`src/rtl/serial_feeder_pkg.sv`:
```
// Shared types and default parameters for the serial word feeder.
package serial_feeder_pkg;

   localparam int unsigned DEFAULT_WIDTH = 5;
   localparam int unsigned DEFAULT_GAP   = 0;

   typedef enum logic [1:0] {
      ST_IDLE  = 2'd0,
      ST_SHIFT = 2'd1,
      ST_GAP   = 2'd2
   } feeder_state_t;

endpackage : serial_feeder_pkg

```
`src/rtl/bit_counter.sv`:
```
// Mod-N up-counter with synchronous clear and a terminal-count flag.
module bit_counter #(
   parameter int unsigned N = 5,
   localparam int unsigned CW = (N > 1) ? $clog2(N) : 1
) (
   input  logic          clk,
   input  logic          reset_n,
   input  logic          clear,
   input  logic          en,
   output logic [CW-1:0] count,
   output logic          tc_c
);

   // Terminal count: the counter sits on its last value.
   assign tc_c = (count == CW'(N - 1));

   // Count register: clear wins over enable; wraps to zero after N-1.
   always_ff @(posedge clk or negedge reset_n) begin
      if (!reset_n) begin
         count <= '0;
      end else if (clear) begin
         count <= '0;
      end else if (en) begin
         count <= tc_c ? '0 : count + CW'(1);
      end
   end

endmodule : bit_counter

```
`src/rtl/serial_word_feeder.sv`:
```
// Parallel-to-serial word feeder: MSB first, one holding buffer, optional idle gap between words.
module serial_word_feeder
   import serial_feeder_pkg::*;
#(
   parameter int unsigned WIDTH = DEFAULT_WIDTH,
   parameter int unsigned GAP   = DEFAULT_GAP
) (
   input  logic             clk,
   input  logic             reset_n,
   input  logic [WIDTH-1:0] data_in,
   input  logic             data_valid,
   output logic             data_ready,
   output logic             serial_out,
   output logic             serial_valid,
   output logic             word_done,
   output logic             busy
);

   localparam int unsigned BIT_CW = $clog2(WIDTH);
   localparam int unsigned GAP_N  = (GAP > 0) ? GAP : 1;
   localparam int unsigned GAP_CW = (GAP_N > 1) ? $clog2(GAP_N) : 1;

   feeder_state_t state, state_next;
   logic [WIDTH-1:0] shreg, shreg_next;
   logic [WIDTH-1:0] hold_buf, hold_buf_next;
   logic             buf_full, buf_full_next;

   logic              bit_clr, bit_en, bit_tc;
   logic              gap_clr, gap_en, gap_tc;
   logic [BIT_CW-1:0] bit_cnt;
   logic [GAP_CW-1:0] gap_cnt_unused;
   logic              transfer;

   // A word is taken only on a valid/ready handshake.
   assign transfer = data_valid && data_ready;

   bit_counter #(.N(WIDTH)) u_bit_cnt (
      .clk     (clk),
      .reset_n (reset_n),
      .clear   (bit_clr),
      .en      (bit_en),
      .count   (bit_cnt),
      .tc_c    (bit_tc)
   );

   // Only the terminal count of the gap timer matters; its value is unused.
   bit_counter #(.N(GAP_N)) u_gap_cnt (
      .clk     (clk),
      .reset_n (reset_n),
      .clear   (gap_clr),
      .en      (gap_en),
      .count   (gap_cnt_unused),
      .tc_c    (gap_tc)
   );

   // Next-state, shift-register and holding-buffer control.
   always_comb begin
      state_next    = state;
      shreg_next    = shreg;
      hold_buf_next = hold_buf;
      buf_full_next = buf_full;
      bit_clr       = 1'b0;
      bit_en        = 1'b0;
      gap_clr       = 1'b0;
      gap_en        = 1'b0;

      unique case (state)
         ST_IDLE: begin
            if (transfer) begin
               shreg_next = data_in;
               bit_clr    = 1'b1;
               state_next = ST_SHIFT;
            end
         end

         ST_SHIFT: begin
            bit_en     = 1'b1;
            shreg_next = shreg << 1;
            if (!bit_tc) begin
               if (transfer) begin
                  hold_buf_next = data_in;
                  buf_full_next = 1'b1;
               end
            end else if (GAP > 0) begin
               state_next = ST_GAP;
               gap_clr    = 1'b1;
               if (transfer) begin
                  hold_buf_next = data_in;
                  buf_full_next = 1'b1;
               end
            end else if (buf_full) begin
               // data_ready was low, so no transfer can collide with the drain
               shreg_next    = hold_buf;
               buf_full_next = 1'b0;
               bit_clr       = 1'b1;
            end else if (transfer) begin
               // same-edge handoff straight into the shifter, no bubble
               shreg_next = data_in;
               bit_clr    = 1'b1;
            end else begin
               state_next = ST_IDLE;
            end
         end

         ST_GAP: begin
            gap_en = 1'b1;
            if (!gap_tc) begin
               if (transfer) begin
                  hold_buf_next = data_in;
                  buf_full_next = 1'b1;
               end
            end else if (buf_full) begin
               shreg_next    = hold_buf;
               buf_full_next = 1'b0;
               bit_clr       = 1'b1;
               state_next    = ST_SHIFT;
            end else if (transfer) begin
               shreg_next = data_in;
               bit_clr    = 1'b1;
               state_next = ST_SHIFT;
            end else begin
               state_next = ST_IDLE;
            end
         end

         default: begin
            state_next = ST_IDLE;
         end
      endcase
   end

   // State, active word and holding buffer.
   always_ff @(posedge clk or negedge reset_n) begin
      if (!reset_n) begin
         state    <= ST_IDLE;
         shreg    <= '0;
         hold_buf <= '0;
         buf_full <= 1'b0;
      end else begin
         state    <= state_next;
         shreg    <= shreg_next;
         hold_buf <= hold_buf_next;
         buf_full <= buf_full_next;
      end
   end

   // Registered outputs, computed from next-state values so they align with the state.
   always_ff @(posedge clk or negedge reset_n) begin
      if (!reset_n) begin
         data_ready   <= 1'b0;
         serial_out   <= 1'b0;
         serial_valid <= 1'b0;
         word_done    <= 1'b0;
         busy         <= 1'b0;
      end else begin
         data_ready   <= !buf_full_next;
         serial_valid <= (state_next == ST_SHIFT);
         serial_out   <= (state_next == ST_SHIFT) && shreg_next[WIDTH-1];
         word_done    <= (state == ST_SHIFT) && (bit_cnt == BIT_CW'(WIDTH - 2));
         busy         <= (state_next != ST_IDLE) || buf_full_next;
      end
   end

endmodule : serial_word_feeder

```
`config.mk`:
```
export PLATFORM = sky130hd
export DESIGN_NAME = serial_word_feeder
export DESIGN_NICKNAME = d
export VERILOG_FILES = /design/src/rtl/serial_feeder_pkg.sv /design/src/rtl/bit_counter.sv /design/src/rtl/serial_word_feeder.sv
export SDC_FILE = /design/constraint.sdc
export NUM_CORES = 1
export LEC_CHECK = 0
export CAP_MARGIN = 25
export CORE_UTILIZATION = 45
export DETAILED_ROUTE_END_ITERATION = 16
export PLACE_DENSITY_LB_ADDON = 0.05
export SLEW_MARGIN = 20
export SYNTH_ARGS = -nofsm -noshare
export SYNTH_HDL_FRONTEND = slang
export SYNTH_SLANG_ARGS = --single-unit
export TNS_END_PERCENT = 30
```
`constraint.sdc`:
```
create_clock -name clk -period 2.25 [get_ports clk]
set_input_delay 0.3375 -clock clk [delete_from_list [all_inputs] [get_ports clk]]
set_output_delay 0.3375 -clock clk [all_outputs]
set_load 0.005 [all_outputs]
```
Yosys cells after proc, flatten, opt, wreduce, memory -nomap -nowiden. Index checks and enable logic that the tools add are counted.

Bits of input ports: 8. Bits in latches: 0. Memories kept: 0. Register bits: 22. Output and inout port bits: 5. Logic and storage cells: 68. RAM bits: 0. Bits in read-only memories: 0.

Shift-type cells: 0. Divide/modulo/power cells: 0. Equality and inequality tests: 8. $add $sub $neg: 2. Mux-type cells: 34. Reduce and logical (&&, ||, !) cells: 12. Bitwise operators: 0. Multipliers: 0. Magnitude comparators: 0.

Operators with widths (number): $mux W5 (9); $pmux W5 S3 (1); $mux W1 (12); $mux W2 (5); $pmux W5 S2 (1); $mux W3 (3); $pmux W2 S3 (1); $reduce_bool A2 Y1 (3); $eq A2 B1 Y1 const B (2); $ne A2 B2 Y1 const B (2); $add A3 B1 Y3 const B (1); $eq A3 B2 Y1 const B (1); $eq A3 B3 Y1 const B (1); $logic_and A1 B1 Y1 (3); $pmux W1 S3 (1); $reduce_and A3 Y1 (1); $reduce_bool A3 Y1 (1); $eq A2 B2 Y1 const B (1); $logic_not A2 Y1 (1); $ne A2 B1 Y1 const B (1); $pmux W1 S2 (1); $reduce_and A2 Y1 (1); $add A1 B1 Y1 const B (1); $logic_not A1 Y1 (1); $logic_or A1 B1 Y1 (1).

Longest topological paths before layout.
Depth after elaboration: 7. Gate-level depth with buffers: 8. Gate-level depth less buffers: 6.

Hierarchy. Synthesis repeated with hierarchy kept, for this count alone.

Cells, all modules: 125. Area, all modules: 1253.7 sq um.

Modules (own cells, without submodules): serial_word_feeder (instances 1, sequential area each 450.4 sq um, cells each 104, area each 1061.0 sq um); bit_counter at u_bit_cnt (instances 1, sequential area each 75.1 sq um, cells each 17, area each 170.2 sq um); bit_counter at u_gap_cnt (instances 1, sequential area each 0.0 sq um, cells each 4, area each 22.5 sq um).

Worst setup path before layout. No wires, ideal clock.

Kind: register to register. Start point: register state[1]. End point: register serial_out. Period minus slack after synthesis: 1.649 ns. Path slack: 0.601 ns. Cell stages (with the launch flop): 9. Arrival time: 1.530 ns. Buffers on the path: 2. Data required time: 2.130 ns. Setup time: 0.120 ns. Path through: dfrtp_1 > inv_1 > ha_1 > buf_4 > and3_1 > buf_2 > a22oi_1 > o221ai_1 > and3b_1.

Word-level cells in the longest chain between the ends: 6. Elaborated cells between the ends (all ways): 12. Classes of those cells: eq/ne (3); mux (7); reduce/logical (2).

RTL lines: from (decl) (line serial_word_feeder.sv:23) `feeder_state_t state, state_next;`; from (signal assigned) (line serial_word_feeder.sv:140) `state <= state_next;`; $mux W2 (line serial_word_feeder.sv:96) `end else if (transfer) begin`; $mux W2 (line serial_word_feeder.sv:91) `end else if (buf_full) begin`; $mux W2 (line serial_word_feeder.sv:79) `if (!bit_tc) begin`; $pmux W2 S3 (line serial_word_feeder.sv:67) `unique case (state)`; $eq A2 B1 Y1 (line serial_word_feeder.sv:158) `serial_out <= (state_next == ST_SHIFT) && shreg_next[WIDTH-1];`; $logic_and A1 B1 Y1 (*) (line serial_word_feeder.sv:158); to (signal assigned) (line serial_word_feeder.sv:158); to (decl) (line serial_word_feeder.sv:13) `output logic serial_out,`.

Every way passes the cells marked *; elsewhere a longest branch is shown, timed or not. A chain may end at the register's enable or synchronous reset.

Final worst setup path.
Start point: register state[1]. End point: register shreg[4].

Word-level cells in the longest chain between the ends: 2. Elaborated cells between the ends (all ways): 4. Classes of those cells: eq/ne (2); mux (1); reduce/logical (1).

RTL lines: $eq A2 B2 Y1, or another cell as far along (line serial_word_feeder.sv:67); $pmux W5 S3 (*) (line serial_word_feeder.sv:67); via shreg_next[4] (line serial_word_feeder.sv:24) `logic [WIDTH-1:0] shreg, shreg_next;`; to (signal assigned) (line serial_word_feeder.sv:141) `shreg <= shreg_next;`; to (decl) (line serial_word_feeder.sv:24).

Mark *: on every way through the listed nets, which the timed path passes. The rest lies on a longest branch.

==> run metrics <==
Required @ worst endpoint=2.49 ns; Adder-Cell Fraction of Synth Area=0.0770; fin crit share=0.871; setup violators final=0; syn nets=141; IO Port Bufs=12; total congestion overflow=0; mux cell area share after synthesis=0.0626; leakage=0.636 nW; wire per inst=16.5 um; RD Place Congestion=0.769; CTS tree=yes; #FFs+latches synth=21; peak supply drop=0.745 mV; Seq. cell area=526 um^2; DR DRC count=0; via count of the first global-routing pass=1000; I/O Pins=13; filler cell count=247; Compound-Gate Fraction of Synth Area=0.216; Max Clk Rate=511 MHz; drt first-iter violations=22; first-pass GRT wire length=4820 um; max-slew violation count=0; Post-synth EDFFs=0; ys flop type=dfrtp_1; area share of the largest cell type after synthesis=0.404; Max Cap Violations=0; DR vias=999; Synth warnings=0; synth cell count leaders=21 x dfrtp_1, 10 x a21oi_1, 9 x inv_1, 8 x ha_1; initial antenna violation count=0; die area=3110 um^2; register area share after synthesis=0.404; Core Region=2760 um^2; post-synth cell types=46; DR pass1 iterations=4; Routed Antenna Nets=0; routed wire length=2740 um; clock sinks=21; vias per cell=6.02; DP Cell Count=162; Num CTS Buffers=3; Async SR Flop Fraction=1.00; NumNets Final=152; post-route minimum period=1.96 ns; worst-skew pair later-pin latency=0.30 ns; largest net degree at the start of global routing=22; post-synth top area cell=dfrtp_1; total power=1.71 mW; CTS hold repair buffers=0; XOR/XNOR Fraction of Synth Area=0; setup TNS=0 ns; skew final=0.00858 ns; Non-Filler Instances=166; Mean Syn Cell Area=10.4 um^2; Post-CTS Setup Repair Bufs=0; top cells by area, synth=dfrtp_1 40%, ha_1 7.7%, mux2_2 4.3%, a21oi_1 3.8%, a211o_1 2.7%; Ant. Diodes=0; final core occ=0.526; critical path peak fanout=9; Max-slew headroom=0.586; fraction of the mapped netlist area in simple logic gates=0.181; Synth Cell Area=1300 um^2; Fin. Hold Viols=0; dpl ws=0.255 ns; CTS root buf=clkbuf_4; largest family of logic cells by synthesized area=compound AO/OA/AOI/OAI gates; initial core utilization=0.471; Area Overhead vs Synth=11.5%; cells after synthesis=125; Die X=55.8 um; setup slack after layout=0.291 ns; GRT Total Usage=0.195; Worst-path clk slew=0.13 ns; Hold/Removal Path Class=primary input to asynchronous set/reset pin; Clock Tree Buf Depth=2; Setup Crit Path Kind=flop to flop; Power Density=1180 nW/um^2; RSZ-0062 raised after global routing=false; crit path DAT=2.20 ns; count leader, synth=dfrtp_1; area of the multi-input gates=697 um^2; CP startpoint kind=flop; endpoint type of the worst setup path=flop; post-CTS sizing=0; ratio of cells with drive above 1 in the final layout=0.133; H-tree lvl count=1; worst slew pin tran=0.621 ns; Die Y-Extent=55.8 um; status=finished clean; HPWL Detailed=1920 um; num rows=19
## layout by cell type, fill, tap and decap left out, drive strengths merged, types with 2 or more instances in the layout
cell type,instances
a21boi,2
clkbuf,3
a211oi,3
nor2,4
a221oi,2
nand2b,4
inv,9
nand3,2
or3,3
and3,3
a31oi,2
nand4,2
and2,2
a21oi,10
nor2b,3
a211o,4
a22oi,2
nand2,6
nor4,3
a21o,2
o31ai,2
mux2,6
ha,8
dfrtp,21
clkdlybuf4s50,12
## per-layer routing
layer / GRT usage / vias up / routed length (um)
li1: - / 481 / -
met1: 0.274 / 483 / 1350
met2: 0.313 / 33 / 1230
met3: 0.0349 / 2 / 140
met4: 0.0464 / 0 / 18
met5: 0 / - / 0
## power by group
group | internal (mW) | switching, mW | total [mW]
Clock | 0.0662 | 0.121 | 0.187
Sequential | 0.537 | 0.167 | 0.705
Combinational | 0.423 | 0.401 | 0.823
## registers in the layout (all words and copies together), names as in the netlist
| name | flops |
|---|---|
| hold_buf | 5 |
| word_done | 1 |
| data_ready | 1 |
| serial_valid | 1 |
| state | 2 |
| shreg | 5 |
| serial_out | 1 |
| u_bit_cnt.count | 3 |
| busy | 1 |
| buf_full | 1 |
## critical path, stage by stage (launching register included)
cell and delay (ns):
dfrtp_1 0.44, inv_1 0.12, ha_1 0.34, and3_1 0.38, a22oi_1 0.15, o221ai_1 0.28
a21boi_0 0.20
## area by class of cell
type	count	share of cell area
Tap cell	31	0.0267
Multi-Input combinational cell	88	0.481
Timing Repair Buffer	13	0.0880
Clock inverter	1	0.00345
Clock buffer	3	0.0155
Sequential cell	21	0.362
Inverter	9	0.0233
## stage by stage
stage / instance area [um^2] / hold slack (ns)
4_1_cts: 1450 / 0.363
3_3_place_gp: 1420 / 0.480
3_5_place_dp: 1420 / 0.489
6_report: 1450 / 0.358
5_1_grt: 1450 / 0.374
2_1_floorplan: 1300 / 0.0419
## logic make-up after synthesis
kind of cell | after synthesis
AOI/OAI and AO/OA | 37
buffers and inverters | 16
adders and majority gates | 8
muxes | 7
DFF | 21
and+or+nand+nor | 36
## worst paths after layout
check	start	to	slack (ns)	depth (start not counted)
worst min-delay path	reset_n	hold_buf[2]	0.36	2
worst max register to register	state[1]	shreg[4]	0.29	6
max in group asynchronous	reset_n	state[0]	1.67	2
worst max-delay path	state[1]	shreg[4]	0.29	6
min in group clk	hold_buf[4]	hold_buf[4]	0.52	1
worst min register to register	hold_buf[4]	hold_buf[4]	0.52	1
Note: power is estimated with default switching activity, not from simulation.
